**config.mk**
```make
export PLATFORM = sky130hd
export DESIGN_NAME = gate_drive_seq
export DESIGN_NICKNAME = d
export VERILOG_FILES = /design/src/rtl/gate_drive_seq.sv
export SDC_FILE = /design/constraint.sdc
export NUM_CORES = 1
export LEC_CHECK = 0
export CAP_MARGIN = 20
export CORE_ASPECT_RATIO = 1.4
export CORE_MARGIN = 5
export CORE_UTILIZATION = 64
export CTS_BUF_LIST = sky130_fd_sc_hd__clkbuf_4 sky130_fd_sc_hd__clkbuf_8 sky130_fd_sc_hd__clkbuf_16
export CTS_CLUSTER_DIAMETER = 50
export DETAILED_ROUTE_END_ITERATION = 10
export PLACE_DENSITY = 0.95
export SLEW_MARGIN = 20
export SYNTH_ARGS = -nofsm -noshare
export SYNTH_HDL_FRONTEND = slang
export SYNTH_SLANG_ARGS = --single-unit
```
**constraint.sdc**
```tcl
create_clock -name sys_clk -period 5.7 [get_ports sys_clk]
set_clock_uncertainty 0.15 [all_clocks]
set_input_delay 1.71 -clock sys_clk [delete_from_list [all_inputs] [get_ports sys_clk]]
set_output_delay 1.71 -clock sys_clk [all_outputs]
set_load 0.01 [all_outputs]
```
**src/rtl/gate_drive_seq.sv**
```systemverilog
// Multi-channel gate-drive sequencer: level/one-shot channels with enforced off-time and latched fault.
// Optional pairwise half-bridge interlock is compiled in with `define GATE_INTERLOCK_EN.
module gate_drive_seq #(
  parameter int N_CH         = 7,
  parameter int CLK_FREQ_MHZ = 50,
  parameter int TW           = 16,
  parameter int MIN_OFF_US   = 2
) (
  input  logic                 sys_clk,
  input  logic                 sys_rst_n,
  input  logic [N_CH-1:0]      on_en,
  input  logic [N_CH-1:0]      pulse_mode,
  input  logic [N_CH*TW-1:0]   on_time_us,
  input  logic                 fault,
  input  logic                 fault_clr,
  output logic [N_CH-1:0]      gate,
  output logic [N_CH-1:0]      status,
  output logic [N_CH-1:0]      holdoff,
  output logic                 fault_latched
);

  localparam int SW = (CLK_FREQ_MHZ > 1) ? $clog2(CLK_FREQ_MHZ) : 1;
  localparam logic [SW-1:0] SUB_LAST = SW'(CLK_FREQ_MHZ - 1);
  localparam logic [TW-1:0] OFF_LAST = TW'(MIN_OFF_US - 1);

  typedef enum logic [1:0] {
    IDLE    = 2'd0,
    ON      = 2'd1,
    HOLDOFF = 2'd2
  } ch_state_e;

  ch_state_e       state_q [N_CH];
  ch_state_e       state_d [N_CH];
  logic [SW-1:0]   sub_q   [N_CH];
  logic [SW-1:0]   sub_d   [N_CH];
  logic [TW-1:0]   us_q    [N_CH];
  logic [TW-1:0]   us_d    [N_CH];
  logic [TW-1:0]   ont_q   [N_CH];
  logic [TW-1:0]   ont_d   [N_CH];
  logic [N_CH-1:0] mode_q, mode_d;
  logic [N_CH-1:0] on_en_q, rise, req, start;
  logic            armed_q;
  logic            fault_latched_q;

  // armed_q masks the first edge after reset so an on_en already high is not seen as a new edge
  always_comb begin
    rise  = on_en & ~on_en_q & {N_CH{armed_q}};
    req   = '0;
    for (int i = 0; i < N_CH; i++) begin
      if (state_q[i] == IDLE && !fault_latched_q && !fault) begin
        if (pulse_mode[i])
          req[i] = rise[i] && (on_time_us[i*TW +: TW] != '0);
        else
          req[i] = on_en[i];
      end
    end
    start = req;
`ifdef GATE_INTERLOCK_EN
    for (int k = 0; k < N_CH / 2; k++) begin
      if (state_q[2*k+1] != IDLE)
        start[2*k] = 1'b0;
      if (state_q[2*k] != IDLE || req[2*k])
        start[2*k+1] = 1'b0;
    end
`endif
  end

  // counters only advance while a timed interval runs, so a long level-mode ON never wraps them
  always_comb begin
    mode_d = mode_q;
    for (int i = 0; i < N_CH; i++) begin
      state_d[i] = state_q[i];
      sub_d[i]   = sub_q[i];
      us_d[i]    = us_q[i];
      ont_d[i]   = ont_q[i];
      unique case (state_q[i])
        IDLE: begin
          if (start[i]) begin
            state_d[i] = ON;
            sub_d[i]   = '0;
            us_d[i]    = '0;
            mode_d[i]  = pulse_mode[i];
            ont_d[i]   = on_time_us[i*TW +: TW];
          end
        end
        ON: begin
          if (fault || (!mode_q[i] && !on_en[i]) ||
              (mode_q[i] && sub_q[i] == SUB_LAST && us_q[i] == ont_q[i] - 1'b1)) begin
            state_d[i] = HOLDOFF;
            sub_d[i]   = '0;
            us_d[i]    = '0;
          end else if (mode_q[i]) begin
            if (sub_q[i] == SUB_LAST) begin
              sub_d[i] = '0;
              us_d[i]  = us_q[i] + 1'b1;
            end else begin
              sub_d[i] = sub_q[i] + 1'b1;
            end
          end
        end
        HOLDOFF: begin
          if (sub_q[i] == SUB_LAST && us_q[i] == OFF_LAST) begin
            state_d[i] = IDLE;
            sub_d[i]   = '0;
            us_d[i]    = '0;
          end else if (sub_q[i] == SUB_LAST) begin
            sub_d[i] = '0;
            us_d[i]  = us_q[i] + 1'b1;
          end else begin
            sub_d[i] = sub_q[i] + 1'b1;
          end
        end
        default: begin
          state_d[i] = IDLE;
          sub_d[i]   = '0;
          us_d[i]    = '0;
        end
      endcase
    end
  end

  always_ff @(posedge sys_clk or negedge sys_rst_n) begin
    if (!sys_rst_n) begin
      for (int i = 0; i < N_CH; i++) begin
        state_q[i] <= IDLE;
        sub_q[i]   <= '0;
        us_q[i]    <= '0;
        ont_q[i]   <= '0;
      end
      mode_q          <= '0;
      on_en_q         <= '0;
      armed_q         <= 1'b0;
      fault_latched_q <= 1'b0;
    end else begin
      for (int i = 0; i < N_CH; i++) begin
        state_q[i] <= state_d[i];
        sub_q[i]   <= sub_d[i];
        us_q[i]    <= us_d[i];
        ont_q[i]   <= ont_d[i];
      end
      mode_q  <= mode_d;
      on_en_q <= on_en;
      armed_q <= 1'b1;
      if (fault)
        fault_latched_q <= 1'b1;
      else if (fault_clr)
        fault_latched_q <= 1'b0;
    end
  end

  always_comb begin
    gate    = '0;
    holdoff = '0;
    for (int i = 0; i < N_CH; i++) begin
      gate[i]    = (state_q[i] == ON);
      holdoff[i] = (state_q[i] == HOLDOFF);
    end
  end

  assign status        = gate;
  assign fault_latched = fault_latched_q;

endmodule

```
# ---- After elaboration in Yosys (flattened, before gate mapping)
# Index checks and enable logic that the tools add are counted.
dict set report totals {
  ff_bits 296
  out_inout_bits 22
  word_cells 368
}
dict set report op_classes {
  addsub 21
  n_eq_ne 63
  n_mux 128
  bitwise_logic 3
  n_reduce_logical 115
}
# op count
set op_table {}
lappend op_table {{two-way mux 16 bit} 35}
lappend op_table {{one-hot mux 16 bit (3 select lines)} 7}
lappend op_table {{two-way mux 6 bit} 35}
lappend op_table {{one-hot mux 6 bit (3 select lines)} 7}
lappend op_table {{adder 16 x 1 -> 16 bit, second input constant} 7}
lappend op_table {{== test 16 x 1 -> 1 bit, second input constant} 7}
lappend op_table {{== test 16 bit} 7}
lappend op_table {{nonzero test 16 bit} 7}
lappend op_table {{subtractor 16 x 1 -> 16 bit, second input constant} 7}
lappend op_table {{logical AND 1 bit} 49}
lappend op_table {{adder 6 x 1 -> 6 bit, second input constant} 7}
lappend op_table {{== test 6 bit, second input constant} 7}
lappend op_table {{two-way mux 2 bit} 21}
lappend op_table {{one-hot mux 2 bit (3 select lines)} 7}
lappend op_table {{!= test 2 x 1 -> 1 bit, second input constant} 14}
lappend op_table {{AND reduction 2 bit} 14}
lappend op_table {{!= test 3 x 1 -> 1 bit, second input constant} 7}
lappend op_table {{AND reduction 3 bit} 7}
lappend op_table {{logical NOT 1 bit} 16}
lappend op_table {{two-way mux 1 bit} 16}
lappend op_table {{bitwise AND 7 bit} 2}
lappend op_table {{== test 2 x 1 -> 1 bit, second input constant} 7}
lappend op_table {{== test 2 bit, second input constant} 7}
lappend op_table {{logical NOT 2 bit} 7}
lappend op_table {{4 further kinds} 23}

# ---- Logic depth before layout (Yosys ltp)
dict set report depth {
  word_depth 8
  ltp_mapped 13
  mapped_depth_nobuf 11
}

# ---- Worst setup path after synthesis
# Ideal clock, no wire load.
dict set report synth_timing {
  path_kind {input to register}
  from {in fault}
  to {reg us_q[97] (netlist bit)}
  setup_ns 0.082
  t_arrival_ns 3.639
  t_required_ns 5.468
  setup_slack_ns 1.829
  cell_stages 10
  path_buffers 3
  cell_sequence {nor2_1 -> clkbuf_1 -> and3_1 -> o21a_1 -> clkbuf_1 -> nand2b_1 -> and2_1 -> clkbuf_1 -> o211ai_1 -> o22ai_1}
}
dict set report synth_between {
  elab_chain_cells 5
}
# element line
set synth_lines {}
lappend synth_lines {{start, declared} 14} ;# input logic fault,
lappend synth_lines {{logical NOT 1 bit} 50} ;# if (state_q[i] == IDLE && !fault_latched_q && !fault) begin
lappend synth_lines {{logical AND 1 bit} 50}
lappend synth_lines {{two-way mux 1 bit} 50}
lappend synth_lines {{!= test 2 bit (no source line)} n/a}
lappend synth_lines {{AND reduction 2 bit (no source line)} n/a}
lappend synth_lines {{end signal, assigned by index} 138} ;# us_q[i] <= us_d[i];
lappend synth_lines {{end, declared} 36} ;# logic [TW-1:0] us_q [N_CH];
# Several ways; a longest one is shown, not always the timed one.
# A chain may end at the register's enable or synchronous reset.

# ---- Final worst setup path
dict set report layout_timing {
  from {in fault}
  to {reg us_q[33] (netlist bit)}
}
# The elaborated chain is that of the path after synthesis.

==> impl_metrics.py <==
metrics = {
    "run_status": {
        "status": "finished, final reports clean",
    },
    "synthesis": {
        "syn_inst": 2148,
        "ys_async_sr_fraction_pct": 100.0,
        "ys_top_cells_by_area": "dfrtp_1 (38%), mux2_2 (6.4%), ha_1 (4.0%), nand2_1 (3.8%), xnor2_1 (3.8%)",
        "synthMuxAreaShare_pct": 7.462,
        "syn_nets": 2341,
        "synth_cell_types": 89,
        "ys.flop_type": "dfrtp_1",
        "synth_compound_area_share_pct": 14.92,
        "synth_seq_cells": 296,
        "synth_edf_count": 0,
        "synth-adder-area-share_pct": 4.046,
        "syn_area_um2": 19480,
        "synth_top_family_by_area": "simple AND/OR/NAND/NOR gates",
        "synth_top_area_cell": "dfrtp_1",
        "ys_warn_count": 0,
        "syn_avg_cell_area_um2": 9.071,
        "synth_simple_gate_area_share_pct": 24.52,
        "synth_top_area_share_pct": 38.02,
        "synth_xor_area_share_pct": 6.608,
        "ys_seq_area_share_pct": 38.02,
    },
    "timing": {
        "fin_setup_tns_ns": 0,
        "min_period_ns": 4.513,
        "tightest_slew_ns": 1.154,
        "max_freq_mhz": 221.6,
        "hold_viol_final": 0,
        "relSlewSlack_pct": 22.70,
        "hold_slack_ns": 0.3627,
        "rsz0062_at_grt": "false",
        "slew_viol_final": 0,
        "timing.final.crit_share_pct": 79.18,
        "final-setup-viol-count": 0,
    },
    "critical_path": {
        "rr_worst_depth": 11,
        "critPathMaxStageDelay_ns": 0.74,
        "cp_slowest_cell": "a22o_1",
        "worst_ep_required_time_ns": 6.00,
        "path_class": "input pin to flip-flop",
        "ff2ff_setup_slack_ns": 1.22,
        "arrival_ns": 4.81,
        "crit_fanout": 25,
        "end_kind": "flip-flop",
        "path_cells": "clkdlybuf4s50_1 > nor2_1 > buf_4 > nand3_1 > nand4bb_1 > o21a_1 > buf_4 > a22o_1 > nor2_1 > o21ai_0 > o31ai_1",
        "cp-start-kind": "input pin",
    },
    "clock_tree": {
        "cts.htree.levels": 1,
        "cts_buffers": 30,
        "cts_num_sinks": 296,
        "cts-root-buf": "clkbuf_16",
        "cts_tree": "yes",
        "cts_buffer_depth": 3,
        "clock_latency_ns": 0.58,
        "post_cts_buffers": 0,
        "post_cts_resized": 0,
        "clkTransAtPathRegs_ns": 0.07,
        "cts_hold_buf": 0,
    },
    "grt": {
        "grt_max_degree": 113,
        "grt-ovfl-total": 0,
        "grt_use_total_pct": 31.02,
        "grt_antenna_before_repair": 1,
        "grt_pass1_wl_um": 88440,
        "grt_use_met2_pct": 54.84,
        "gr-usage-met1_pct": 36.50,
        "grt.busiest_layer": "met2",
        "grt_pass1_vias": 17900,
        "grt_util_met3_pct": 4.570,
    },
    "pwr": {
        "p_int_mw": 5.548,
        "power_density_nw_per_um2": 424.6,
        "power_mw": 9.404,
        "p_sw_share_pct": 41.00,
        "seq_power_share_pct": 35.8,
        "p_comb_share_pct": 41.4,
        "clockPowerShare_pct": 22.9,
        "p_leak_nw": 9.087,
        "p_switching_mw": 3.855,
        "ir_worst_vdd_uv": 344.9,
    },
    "finish": {
        "finalCoreUtilization_pct": 73.76,
        "layout-drive-gt1-share_pct": 10.35,
        "layout.area.seq_um2": 7407,
        "fin_nets": 2423,
        "multi_input_area_um2": 11220,
        "area_growth_pct": 13.68,
        "final_cells": 2638,
        "fillCellCount": 1914,
    },
    "worst_hold_path": {
        "hold_depth": 1,
        "hp-class": "flip-flop to flip-flop",
    },
    "placed_design": {
        "dp_cells": 2583,
        "place.gp.congestion": 0.9373,
        "io_buffers": 151,
        "dp_hpwl_um": 37810,
    },
    "floorplan": {
        "coreArea_um2": 30030,
        "io_pins": 152,
        "die_area_um2": 34080,
        "die_x_um": 157.5,
        "die_h_um": 216.4,
        "num_rows": 75,
        "start_util_pct": 64.88,
    },
    "routing": {
        "vias": 17850,
        "via_per_inst": 6.766,
        "drt-pass1-iter-count": 6,
        "drcViolationCount": 0,
        "drtAntennaViolNets": 0,
        "wl_per_cell_um": 20.29,
        "drtIter0Drc": 1701,
        "wl_um": 53530,
    },
    "flow_run": {
        "max_cap_violations": 0,
    },
}
worst max-delay path, delay by kind of cell:
kind	cells	cell delay [ns]
AOI/OAI and AO/OA	4	1.23
buffers and inverters	3	1.12
and+or+nand+nor	4	0.74
path summary, 6_finish.rpt:
kind	from	end
hold / removal	sub_q[23]	sub_q[23]
min in group asynchronous	sys_rst_n	ont_q[19]
setup / recovery	fault	us_q[33]
setup reg to reg	ont_q[96]	us_q[111]
max in group asynchronous	sys_rst_n	mode_q[3]
hold reg to reg	sub_q[23]	sub_q[23]
cell usage after synthesis (all sizes together), types with 9 or more instances:
cell type and n:
a31oi 60, o21ai 136, a21oi 66, nand4b 9
nor4 82, or3 13, nand2b 32, nand3 116
nand4 32, nor2b 31, inv 78, nand3b 27
nor2 107, o211ai 22, nor3 52, nor3b 10
nand2 199, a21o 15, xor2 62, dfrtp 296
o31ai 23, or4 23, mux2i 20, a41oi 12
and3 56, xnor2 85, a22o 16, clkbuf 80
o21a 10, and2 20, ha 63, buf 41
mux2 111, nor4b 22, or2 12
through the flow:
step                      instance area, µm²  setup slack [ns]
after floorplan                        19480             1.829
after global placement                 21080            0.9555
after detailed placement               21080            0.7556
after CTS                              22150             1.239
after global routing                   22150            0.9868
final                                  22150             1.187
kinds of logic (layout without fill, tap and decap cells):
| kind of cell | after synthesis | in the layout |
|---|---|---|
| mux | 131 | 131 |
| fa+ha+maj | 63 | 63 |
| simple gates | 869 | 869 |
| buf+inv | 199 | 303 |
| xor+xnor | 147 | 147 |
| compound gates | 442 | 442 |
| flops | 296 | 296 |
| other cells | 1 | 2 |
cells in the final DEF (no fill, tap or decap), types with 19 or more instances in the layout:
| cell type | n |
|---|---|
| nor2_1 | 107 |
| o211ai_1 | 22 |
| clkbuf_16 | 31 |
| nor4b_1 | 20 |
| nand2_1 | 199 |
| buf_4 | 19 |
| nor3_1 | 52 |
| and2_1 | 20 |
| o31ai_1 | 23 |
| o21ai_0 | 130 |
| mux2_2 | 111 |
| nand2b_1 | 32 |
| a21oi_1 | 64 |
| nor4_1 | 76 |
| and3_1 | 54 |
| or4_1 | 21 |
| mux2i_1 | 19 |
| nand3_1 | 116 |
| nand4_1 | 32 |
| a31oi_1 | 60 |
| nand3b_1 | 27 |
| nor2b_1 | 31 |
| ha_1 | 63 |
| clkdlybuf4s50_1 | 150 |
| inv_1 | 78 |
| xnor2_1 | 85 |
| xor2_1 | 62 |
| dfrtp_1 | 296 |
state kept, by name (all words and copies together) (netlist names):
signal,cells
fault_latched,1
mode_q,7
us_q,112
sub_q,42
armed_q,1
state_q,14
ont_q,112
on_en_q,7
layer usage:
layer,part of all wire [%],routed length [µm],vias up
li1,-,-,8071
met1,36,19520,8590
met2,51,27410,936
met3,7.0,3733,250
met4,5.3,2850,2
met5,0.024,13,-
final cells by class:
type                       instances  area share (%)
sequential                       296           33.44
tap                              385           2.175
multi-input combinational       1653           50.65
clock inverter                    14          0.9320
antenna                            1         0.01130
timing repair buffer             171           7.581
inverter                          78           1.322
clock buffer                      40           3.892
power by group through the flow:
stage	registers (mW)	clock network (mW)	logic, mW
after floorplan	3.03	0	3.02
after global placement	3.31	0	3.56
after detailed placement	3.35	0	3.76
after CTS	3.33	2.16	3.83
after global routing	3.44	2.25	4.25
final	3.37	2.15	3.89
Power figures use the tool's default switching activity.
